==> config.mk <==
export PLATFORM = sky130hd
export DESIGN_NAME = seq_addsub
export DESIGN_NICKNAME = d
export VERILOG_FILES = /design/src/rtl/adder_pkg.sv /design/src/rtl/cla4_slice.sv /design/src/rtl/seq_addsub.sv
export SDC_FILE = /design/constraint.sdc
export NUM_CORES = 1
export LEC_CHECK = 0
export ABC_AREA = 1
export CELL_PAD_IN_SITES_DETAIL_PLACEMENT = 1
export CELL_PAD_IN_SITES_GLOBAL_PLACEMENT = 1
export CORE_AREA = 2 2 86 96
export CTS_CLUSTER_DIAMETER = 30
export DETAILED_ROUTE_END_ITERATION = 7
export DIE_AREA = 0 0 88 98
export PLACE_DENSITY_LB_ADDON = 0.1
export SLEW_MARGIN = 20
export SYNTH_ARGS = -nofsm -noshare
export SYNTH_HDL_FRONTEND = slang
export SYNTH_HIERARCHICAL = 1
export SYNTH_SLANG_ARGS = --single-unit
==> constraint.sdc <==
create_clock -name clk -period 2.55 [get_ports clk]
set_input_delay 0.3825 -clock clk [delete_from_list [all_inputs] [get_ports clk]]
set_output_delay 0.3825 -clock clk [all_outputs]
set_load 0.01 [all_outputs]
==> src/rtl/adder_pkg.sv <==
// Shared definitions for the sequential add/subtract unit: FSM states and slice width.
package adder_pkg;

    // Operands are processed in slices of this many bits, least significant slice first.
    localparam int SLICE_W = 4;

    // Control states of the iterative adder.
    typedef enum logic [1:0] {
        IDLE = 2'd0,
        RUN  = 2'd1,
        DONE = 2'd2
    } state_t;

endpackage

==> src/rtl/cla4_slice.sv <==
// Four-bit carry-lookahead slice: propagate/generate, lookahead carries and sum bits.
// c[3] is the carry out of the slice and c[2] the carry into its top bit, which the
// top level uses for signed overflow detection on the most significant slice.
module cla4_slice (
    input  logic [3:0] a,
    input  logic [3:0] b,
    input  logic       cin,
    output logic [3:0] s,
    output logic [3:0] c
);

    logic [3:0] p;
    logic [3:0] g;

    // Flatten every carry into a two-level sum of products of p, g and cin.
    always_comb begin
        p = a ^ b;
        g = a & b;

        c[0] = g[0] | (p[0] & cin);
        c[1] = g[1] | (p[1] & g[0]) | (p[1] & p[0] & cin);
        c[2] = g[2] | (p[2] & g[1]) | (p[2] & p[1] & g[0])
             | (p[2] & p[1] & p[0] & cin);
        c[3] = g[3] | (p[3] & g[2]) | (p[3] & p[2] & g[1])
             | (p[3] & p[2] & p[1] & g[0]) | (p[3] & p[2] & p[1] & p[0] & cin);

        s = p ^ {c[2:0], cin};
    end

endmodule

==> src/rtl/seq_addsub.sv <==
// Iterative add/subtract unit. One 4-bit slice is added per cycle, LSB slice first,
// with the slice carry held in a register between cycles. Subtraction is a + ~b + 1:
// b is inverted when the request is accepted and the carry register starts at 1.
// WIDTH must be a multiple of 4 and at least 4.
module seq_addsub
    import adder_pkg::*;
#(
    parameter int WIDTH = 16
) (
    input  logic             clk,
    input  logic             rst_n,
    input  logic             in_valid,
    output logic             in_ready,
    input  logic [WIDTH-1:0] a,
    input  logic [WIDTH-1:0] b,
    input  logic             sub,
    output logic             out_valid,
    input  logic             out_ready,
    output logic [WIDTH-1:0] sum,
    output logic             cout,
    output logic             ovf
);

    localparam int NSLICE = WIDTH / SLICE_W;
    localparam int CNT_W  = (NSLICE > 1) ? $clog2(NSLICE) : 1;
    localparam logic [CNT_W-1:0] LAST_SLICE = CNT_W'(NSLICE - 1);

    state_t state;
    state_t state_nxt;

    logic [CNT_W-1:0] cnt;
    logic             carry;
    logic [WIDTH-1:0] a_q;
    logic [WIDTH-1:0] b_q;
    logic [WIDTH-1:0] sum_q;
    logic             cout_q;
    logic             ovf_q;

    logic [CNT_W+1:0]   shamt;
    logic [SLICE_W-1:0] a_sl;
    logic [SLICE_W-1:0] b_sl;
    logic [SLICE_W-1:0] s_sl;
    logic               c_out;
    logic               c_msb;
    logic [1:0]         c_low_unused;
    logic               last;

    // Pick the current slice out of the operand registers; slices are 4 bits, so the
    // bit offset is the slice index with two zero bits appended.
    always_comb begin
        shamt = {cnt, 2'b00};
        a_sl  = SLICE_W'(a_q >> shamt);
        b_sl  = SLICE_W'(b_q >> shamt);
        last  = (cnt == LAST_SLICE);
    end

    cla4_slice u_slice (
        .a   (a_sl),
        .b   (b_sl),
        .cin (carry),
        .s   (s_sl),
        .c   ({c_out, c_msb, c_low_unused})
    );

    // State register.
    always_ff @(posedge clk or negedge rst_n) begin
        if (!rst_n) begin
            state <= IDLE;
        end else begin
            state <= state_nxt;
        end
    end

    // Next-state and handshake outputs; acceptance and draining never overlap.
    always_comb begin
        state_nxt = state;
        in_ready  = 1'b0;
        out_valid = 1'b0;
        case (state)
            IDLE: begin
                in_ready = 1'b1;
                if (in_valid) begin
                    state_nxt = RUN;
                end
            end
            RUN: begin
                if (last) begin
                    state_nxt = DONE;
                end
            end
            DONE: begin
                out_valid = 1'b1;
                if (out_ready) begin
                    state_nxt = IDLE;
                end
            end
            default: begin
                state_nxt = IDLE;
            end
        endcase
    end

    // Datapath: capture operands on accept, then fold one slice per RUN cycle into the result.
    always_ff @(posedge clk or negedge rst_n) begin
        if (!rst_n) begin
            cnt    <= '0;
            carry  <= 1'b0;
            a_q    <= '0;
            b_q    <= '0;
            sum_q  <= '0;
            cout_q <= 1'b0;
            ovf_q  <= 1'b0;
        end else begin
            case (state)
                IDLE: begin
                    if (in_valid) begin
                        a_q   <= a;
                        b_q   <= sub ? ~b : b;
                        carry <= sub;
                        cnt   <= '0;
                    end
                end
                RUN: begin
                    sum_q <= (sum_q & ~(WIDTH'(4'hF) << shamt)) | (WIDTH'(s_sl) << shamt);
                    carry <= c_out;
                    if (last) begin
                        cout_q <= c_out;
                        ovf_q  <= c_out ^ c_msb;
                    end else begin
                        cnt <= cnt + 1'b1;
                    end
                end
                default: begin
                end
            endcase
        end
    end

    assign sum  = sum_q;
    assign cout = cout_q;
    assign ovf  = ovf_q;

endmodule

**Word-level counts from Yosys, hierarchy flattened**

Cells that the tools add are included.

- Add/sub/neg operators: 1
- Multipliers: 0
- Divide/modulo/power cells: 0
- $lt $le $gt $ge: 0
- Equality and inequality tests: 7
- Shift operators: 4
- Mux-type cells: 12
- Bitwise operators: 34
- Reductions and logical operators: 7

Operators by type and width:

| cell | count |
|---|---|
| $not A16 Y16 | 2 |
| $shr A16 B4 Y4 | 2 |
| $and A1 B1 Y1 | 16 |
| $and A16 B16 Y16 | 1 |
| $mux W16 | 1 |
| $or A16 B16 Y16 | 1 |
| $shl A4 B4 Y16 | 1 |
| $shl A4 B4 Y16 const A | 1 |
| $mux W2 | 5 |
| $or A1 B1 Y1 | 10 |
| $ne A2 B2 Y1 const B | 4 |
| $xor A4 B4 Y4 | 2 |
| $pmux W2 S3 | 1 |
| $reduce_and A2 Y1 | 3 |
| $reduce_and A3 Y1 | 2 |
| $and A4 B4 Y4 | 1 |
| $eq A2 B2 Y1 const B | 2 |
| $pmux W2 S2 | 1 |
| $mux W1 | 3 |
| $add A2 B1 Y2 const B | 1 |
| $eq A2 B1 Y1 const B | 1 |
| $logic_not A2 Y1 | 1 |
| $pmux W1 S2 | 1 |
| $reduce_bool A2 Y1 | 1 |
| $xor A1 B1 Y1 | 1 |

- Register bits after elaboration: 55
- Bits in latches: 0
- RAM bits: 0
- Memory bits (read-only): 0
- Input bits: 37
- Output and inout port bits: 20
- Logic and storage cells: 73
- Memories: 0

**Longest topological paths before layout**

- Depth in word-level cells: 9
- Depth in mapped cells: 14
- Gate-level depth less buffers: 13

**By module**

Netlist, hierarchy kept.

By module, submodules not included:

| module | instances | cells each | area each (sq um) | seq. area each (sq um) |
|---|---|---|---|---|
| seq_addsub | 1 | 330 | 2656.3 | 1376.3 |
| cla4_slice | 1 | 27 | 178.9 | 0.0 |

**Worst setup path after synthesis**

OpenSTA, ideal clock, no wires.

- Path kind: flip-flop to flip-flop
- Start point: register cnt[0]
- End point: register sum_q[15] (netlist: sum[15])
- Library setup time: 0.126 ns
- Arrival time: 1.940 ns
- Data required time: 2.424 ns
- Setup slack: 0.484 ns
- Cell stages (with the launch flop): 14
- Buffers on the path: 1
- Clock period less this slack: 2.066 ns
- Cells stage by stage: dfrtp_1 -> inv_1 -> clkbuf_1 -> nand2_1 -> o211ai_1 -> nand2_1 -> ha_1 -> or2_1 -> nand2_2 -> nand2_2 -> nand2_2 -> nand2_1 -> nand2_1 -> o21ai_0

- Cells in the longest elaborated chain, start to end: 9
- Elaborated cells between the ends (all ways): 18
- Those cells by class: shift (4); bitwise (14)

Ends and longest elaborated chain:

| item | RTL line | RTL |
|---|---|---|
| from (decl) | seq_addsub.sv:31 | `logic [CNT_W-1:0] cnt;` |
| from (signal assigned) | seq_addsub.sv:130 | `cnt <= cnt + 1'b1;` |
| $shr A16 B4 Y4 (*) | seq_addsub.sv:52 | `a_sl = SLICE_W'(a_q >> shamt);` |
| via a_sl[2] | seq_addsub.sv:40 | `logic [SLICE_W-1:0] a_sl;` |
| $xor A4 B4 Y4 | cla4_slice.sv:17 | `p = a ^ b;` |
| $and A1 B1 Y1 (on tied branches) | cla4_slice.sv:22, cla4_slice.sv:23 |  |
| $or A1 B1 Y1, or another cell as far along | cla4_slice.sv:22 | `c[2] = g[2] \| (p[2] & g[1]) \| (p[2] & p[1] & g[0])` |
| $or A1 B1 Y1 or $and A1 B1 Y1 (tied branches) | cla4_slice.sv:22, cla4_slice.sv:23 |  |
| $or A1 B1 Y1 (*) | cla4_slice.sv:23 | `\| (p[2] & p[1] & p[0] & cin);` |
| via c_msb | seq_addsub.sv:44 | `logic c_msb;` |
| $xor A4 B4 Y4 (*) | cla4_slice.sv:27 | `s = p ^ {c[2:0], cin};` |
| via s_sl[3] | seq_addsub.sv:42 | `logic [SLICE_W-1:0] s_sl;` |
| $shl A4 B4 Y16 (*) | seq_addsub.sv:124 | `sum_q <= (sum_q & ~(WIDTH'(4'hF) << shamt)) \| (WIDTH'(s_sl) << shamt);` |
| $or A16 B16 Y16 (*) | seq_addsub.sv:124 |  |
| to (signal assigned) | seq_addsub.sv:124 |  |
| to (decl) | seq_addsub.sv:35 | `logic [WIDTH-1:0] sum_q;` |

The timed path passes the listed nets; every way through them passes the cells marked *.
A chain may end at the register's enable or synchronous reset.

**Worst setup path after layout**

- Start point: register cnt[0]
- End point: register sum_q[11] (netlist: sum[11])

- Cells in the longest elaborated chain, start to end: 9
- Elaborated cells between the ends (all ways): 18
- Those cells by class: shift (4); bitwise (14)

Ends and longest elaborated chain:

| item | RTL line | RTL |
|---|---|---|
| $shr A16 B4 Y4 (*) | seq_addsub.sv:53 | `b_sl = SLICE_W'(b_q >> shamt);` |
| via b_sl[2] | seq_addsub.sv:41 | `logic [SLICE_W-1:0] b_sl;` |
| $xor A4 B4 Y4 | cla4_slice.sv:17 |  |
| $and A1 B1 Y1 (on tied branches) | cla4_slice.sv:22, cla4_slice.sv:23 |  |
| $or A1 B1 Y1, or another cell as far along | cla4_slice.sv:22 |  |
| $or A1 B1 Y1 or $and A1 B1 Y1 (tied branches) | cla4_slice.sv:22, cla4_slice.sv:23 |  |
| $or A1 B1 Y1 (*) | cla4_slice.sv:23 |  |
| $xor A4 B4 Y4 (*) | cla4_slice.sv:27 |  |
| via s_sl[3] | seq_addsub.sv:42 |  |
| $shl A4 B4 Y16 (*) | seq_addsub.sv:124 |  |
| $or A16 B16 Y16 (*) | seq_addsub.sv:124 |  |

Marks and branches as above.

==> results.md <==
* Outcome: finished, final reports clean
* PnR worst setup slack at 0.247 ns
* Design area at 0.00361 mm²
* Synth Net Count at 403
* Most frequent cell after synthesis: nand2_1
* Slew Limit Headroom at 53.0%
* DRT iter0 DRCs at 73
* Max Slew Vio Count at 0
* Row cnt at 34
* Cells after synthesis at 357
* Arrival @ worst endpoint at 2.52 ns
* CTS buffer count at 5
* DRC viols at 0
* Post-synthesis cell type count at 23
* Pre-Repair DR Iteration Count at 4
* CTS tree: built
* H-tree depth at 2
* Overall routing resource usage at 17.3%
* Clock transition at path regs at 0.10 ns
* Total die area at 0.00862 mm²
* Unrepaired setup endpoints after global routing: false
* Critical path data required time at 2.77 ns
* Initial antenna violation count at 0
* Chip height at 98 µm
* Clock Latency Late Sink at 0.31 ns
* Detailed Route WL at 6820 µm
* Mux contribution to synthesized area at 0%
* Final hold vios at 0
* Upper clock frequency limit at 0.434 GHz
* Pwr Total at 4800 µW
* Final ANT Viol Nets at 0
* Post-Synth Adder-Cell Area at 4.24%
* CP Class: flip-flop to flip-flop
* Core Area at 0.00770 mm²
* CTS Root Cell: clkbuf_8
* GPL Wtd Cong at 0.870
* Port Buffers at 56
* Worst-margin pin slew at 0.705 ns
* Post-synth EDFFs at 0
* Worst Setup Start Kind: flip-flop
* Post-synthesis sequential area ratio at 48.5%
* Area leader, netlist: dfrtp_1
* Ant diodes at 0
* Setup-violating endpoint count in the final report at 0
* Vias at 2421
* Placed inst area at 0.00349 mm²
* Top_reg_cell synth: dfrtp_1
* Compound-Gate Fraction of Synth Area at 6.80%
* CP endpoint kind: flip-flop
* Initial Util at 36.8%
* NumNets Final at 459
* P&R area growth vs syn at 27.5%
* Number of global-route vias before repair at 2541
* Post-synthesis simple-gate area fraction at 28.2%
* Crit path max fanout at 10
* #FFs+latches synth at 55
* DPL Wire Length at 5050 µm
* Layout cell share with drive strength beyond 1 at 6.28%
* Global-route wire length before repair at 12000 µm
* Mapped cell area at 0.00284 mm²
* Leak pwr at 0.00183 µW
* Synth top area cells: dfrtp_1, nand2_1, xor2_1
* TNS Setup at 0 ns
* Top cell type's share of synthesized area at 48.5%
* Yosys warns at 6
* Dpl ws at 0.229 ns
* Deepest clock path buffer count at 2
* Syn avg cell area at 7.94 µm²
* Worst VDD drop at 0.000383 V
* Synth async-reset ratio at 100%
* Crit path time final at 2.30 ns
* Pin count of the biggest net entering global routing at 38
* MaxCap Viol Count at 0
* Largest family of logic cells by synthesized area: simple AND/OR/NAND/NOR gates
* Power density over the cells at 1330 mW/mm²
* Drt wl/cell at 13.1 µm
* Top Ports at 57
* GRT overflow at 0
* Post-route clock period utilization at 90.3%
* Post-CTS setup buffers at 0
* Most instantiated cells after synthesis: nand2_1, dfrtp_1, o21ai_0, inv_1, xor2_1
* Die span in x at 88 µm
* XOR/XNOR Fraction of Synth Area at 5.56%
* Clock sinks at 55
* Worst min path class: primary input to async pin
* Vias per Instance at 4.64
* Clock Skew at 0.0114 ns
report_power, final:
| group | leakage [µW] | switching (µW) | internal (µW) |
|---|---|---|---|
| clock | 0.0000612 | 286 | 318 |
| sequential | 0.000687 | 246 | 1290 |
| combinational | 0.00108 | 1610 | 1050 |
registers in the layout, indices dropped and copies added, names as in the netlist:
name	count
a_q	16
b_q	16
sum	16
cnt	2
state	2
carry	1
cout	1
ovf	1
what timing repair did:
action / CTS / global route
gates resized for setup: 0 / 1
endpoints found under the setup margin: 0 / 10
hold buffers: 0 / 0
through the flow:
stage / cells / utilization, % / hold slack, ns
after CTS: 521 / 46.8 / 0.136
after global routing: 522 / 46.9 / 0.159
final: 522 / 46.9 / 0.112
after floorplan: 357 / - / 0.0869
after global placement: 513 / 45.3 / 0.463
after detailed placement: 513 / 45.3 / 0.466
cell type report:
type	instances	area [µm²]
clock buffers	6	82.6
clock inverters	2	35.0
fillers	955	4090
inverters	25	97.6
multi-input cells	263	1270
flip-flops and latches	55	1380
well taps	108	135
repair buffers	62	613
repair inverters	1	5.00
cell usage in the layout (no fill, tap or decap), drive strengths merged, types with 2 or more instances in the layout:
| cell type | Yosys | final |
|---|---|---|
| nand2 | 184 | 184 |
| dfrtp | 55 | 55 |
| clkdlybuf4s50 | 0 | 55 |
| o21ai | 24 | 24 |
| inv | 25 | 24 |
| xor2 | 18 | 18 |
| nand3 | 9 | 9 |
| o211ai | 8 | 8 |
| ha | 8 | 8 |
| buf | 10 | 7 |
| clkbuf | 4 | 6 |
| nor2 | 5 | 5 |
| nand4 | 3 | 3 |
| clkinvlp | 0 | 2 |
worst max-delay path, stage by stage, from the launching register on:
cell and delay [ns]:
dfrtp_1 0.45, clkinvlp_2 0.41, nand2_1 0.16, o211ai_1 0.10
nand2_1 0.08, ha_1 0.27, or2_1 0.25, nand2_2 0.08
nand3_1 0.06, nand2_1 0.09, nand2_1 0.07, o21ai_0 0.19
path summary, 6_finish.rpt:
check	from	end	slack, ns	cells past startpoint
max	cnt[0]	sum[11]	0.25	11
min	rst_n	a_q[5]	0.11	1
max reg2reg	cnt[0]	sum[11]	0.25	11
min reg2reg	b_q[11]	b_q[11]	0.48	2
max in group asynchronous	rst_n	carry	1.85	2
min in group clk	b_q[11]	b_q[11]	0.48	2
metal layers:
| metal | global-route usage [%] | wire length [µm] | up-vias |
|---|---|---|---|
| met5 | 0 | 0 | - |
| li1 | - | - | 1218 |
| met4 | 3.20 | 63 | 0 |
| met1 | 21.9 | 3080 | 1159 |
| met2 | 30.8 | 3500 | 39 |
| met3 | 3.04 | 181 | 5 |
kinds of logic after synthesis:
family | count (synthesis)
AOI/OAI and AO/OA | 34
xor gates and xnor gates | 18
adders and majority gates | 9
buffers and inverters | 39
DFF | 55
and+or+nand+nor | 202
Power figures use the tool's default switching activity.
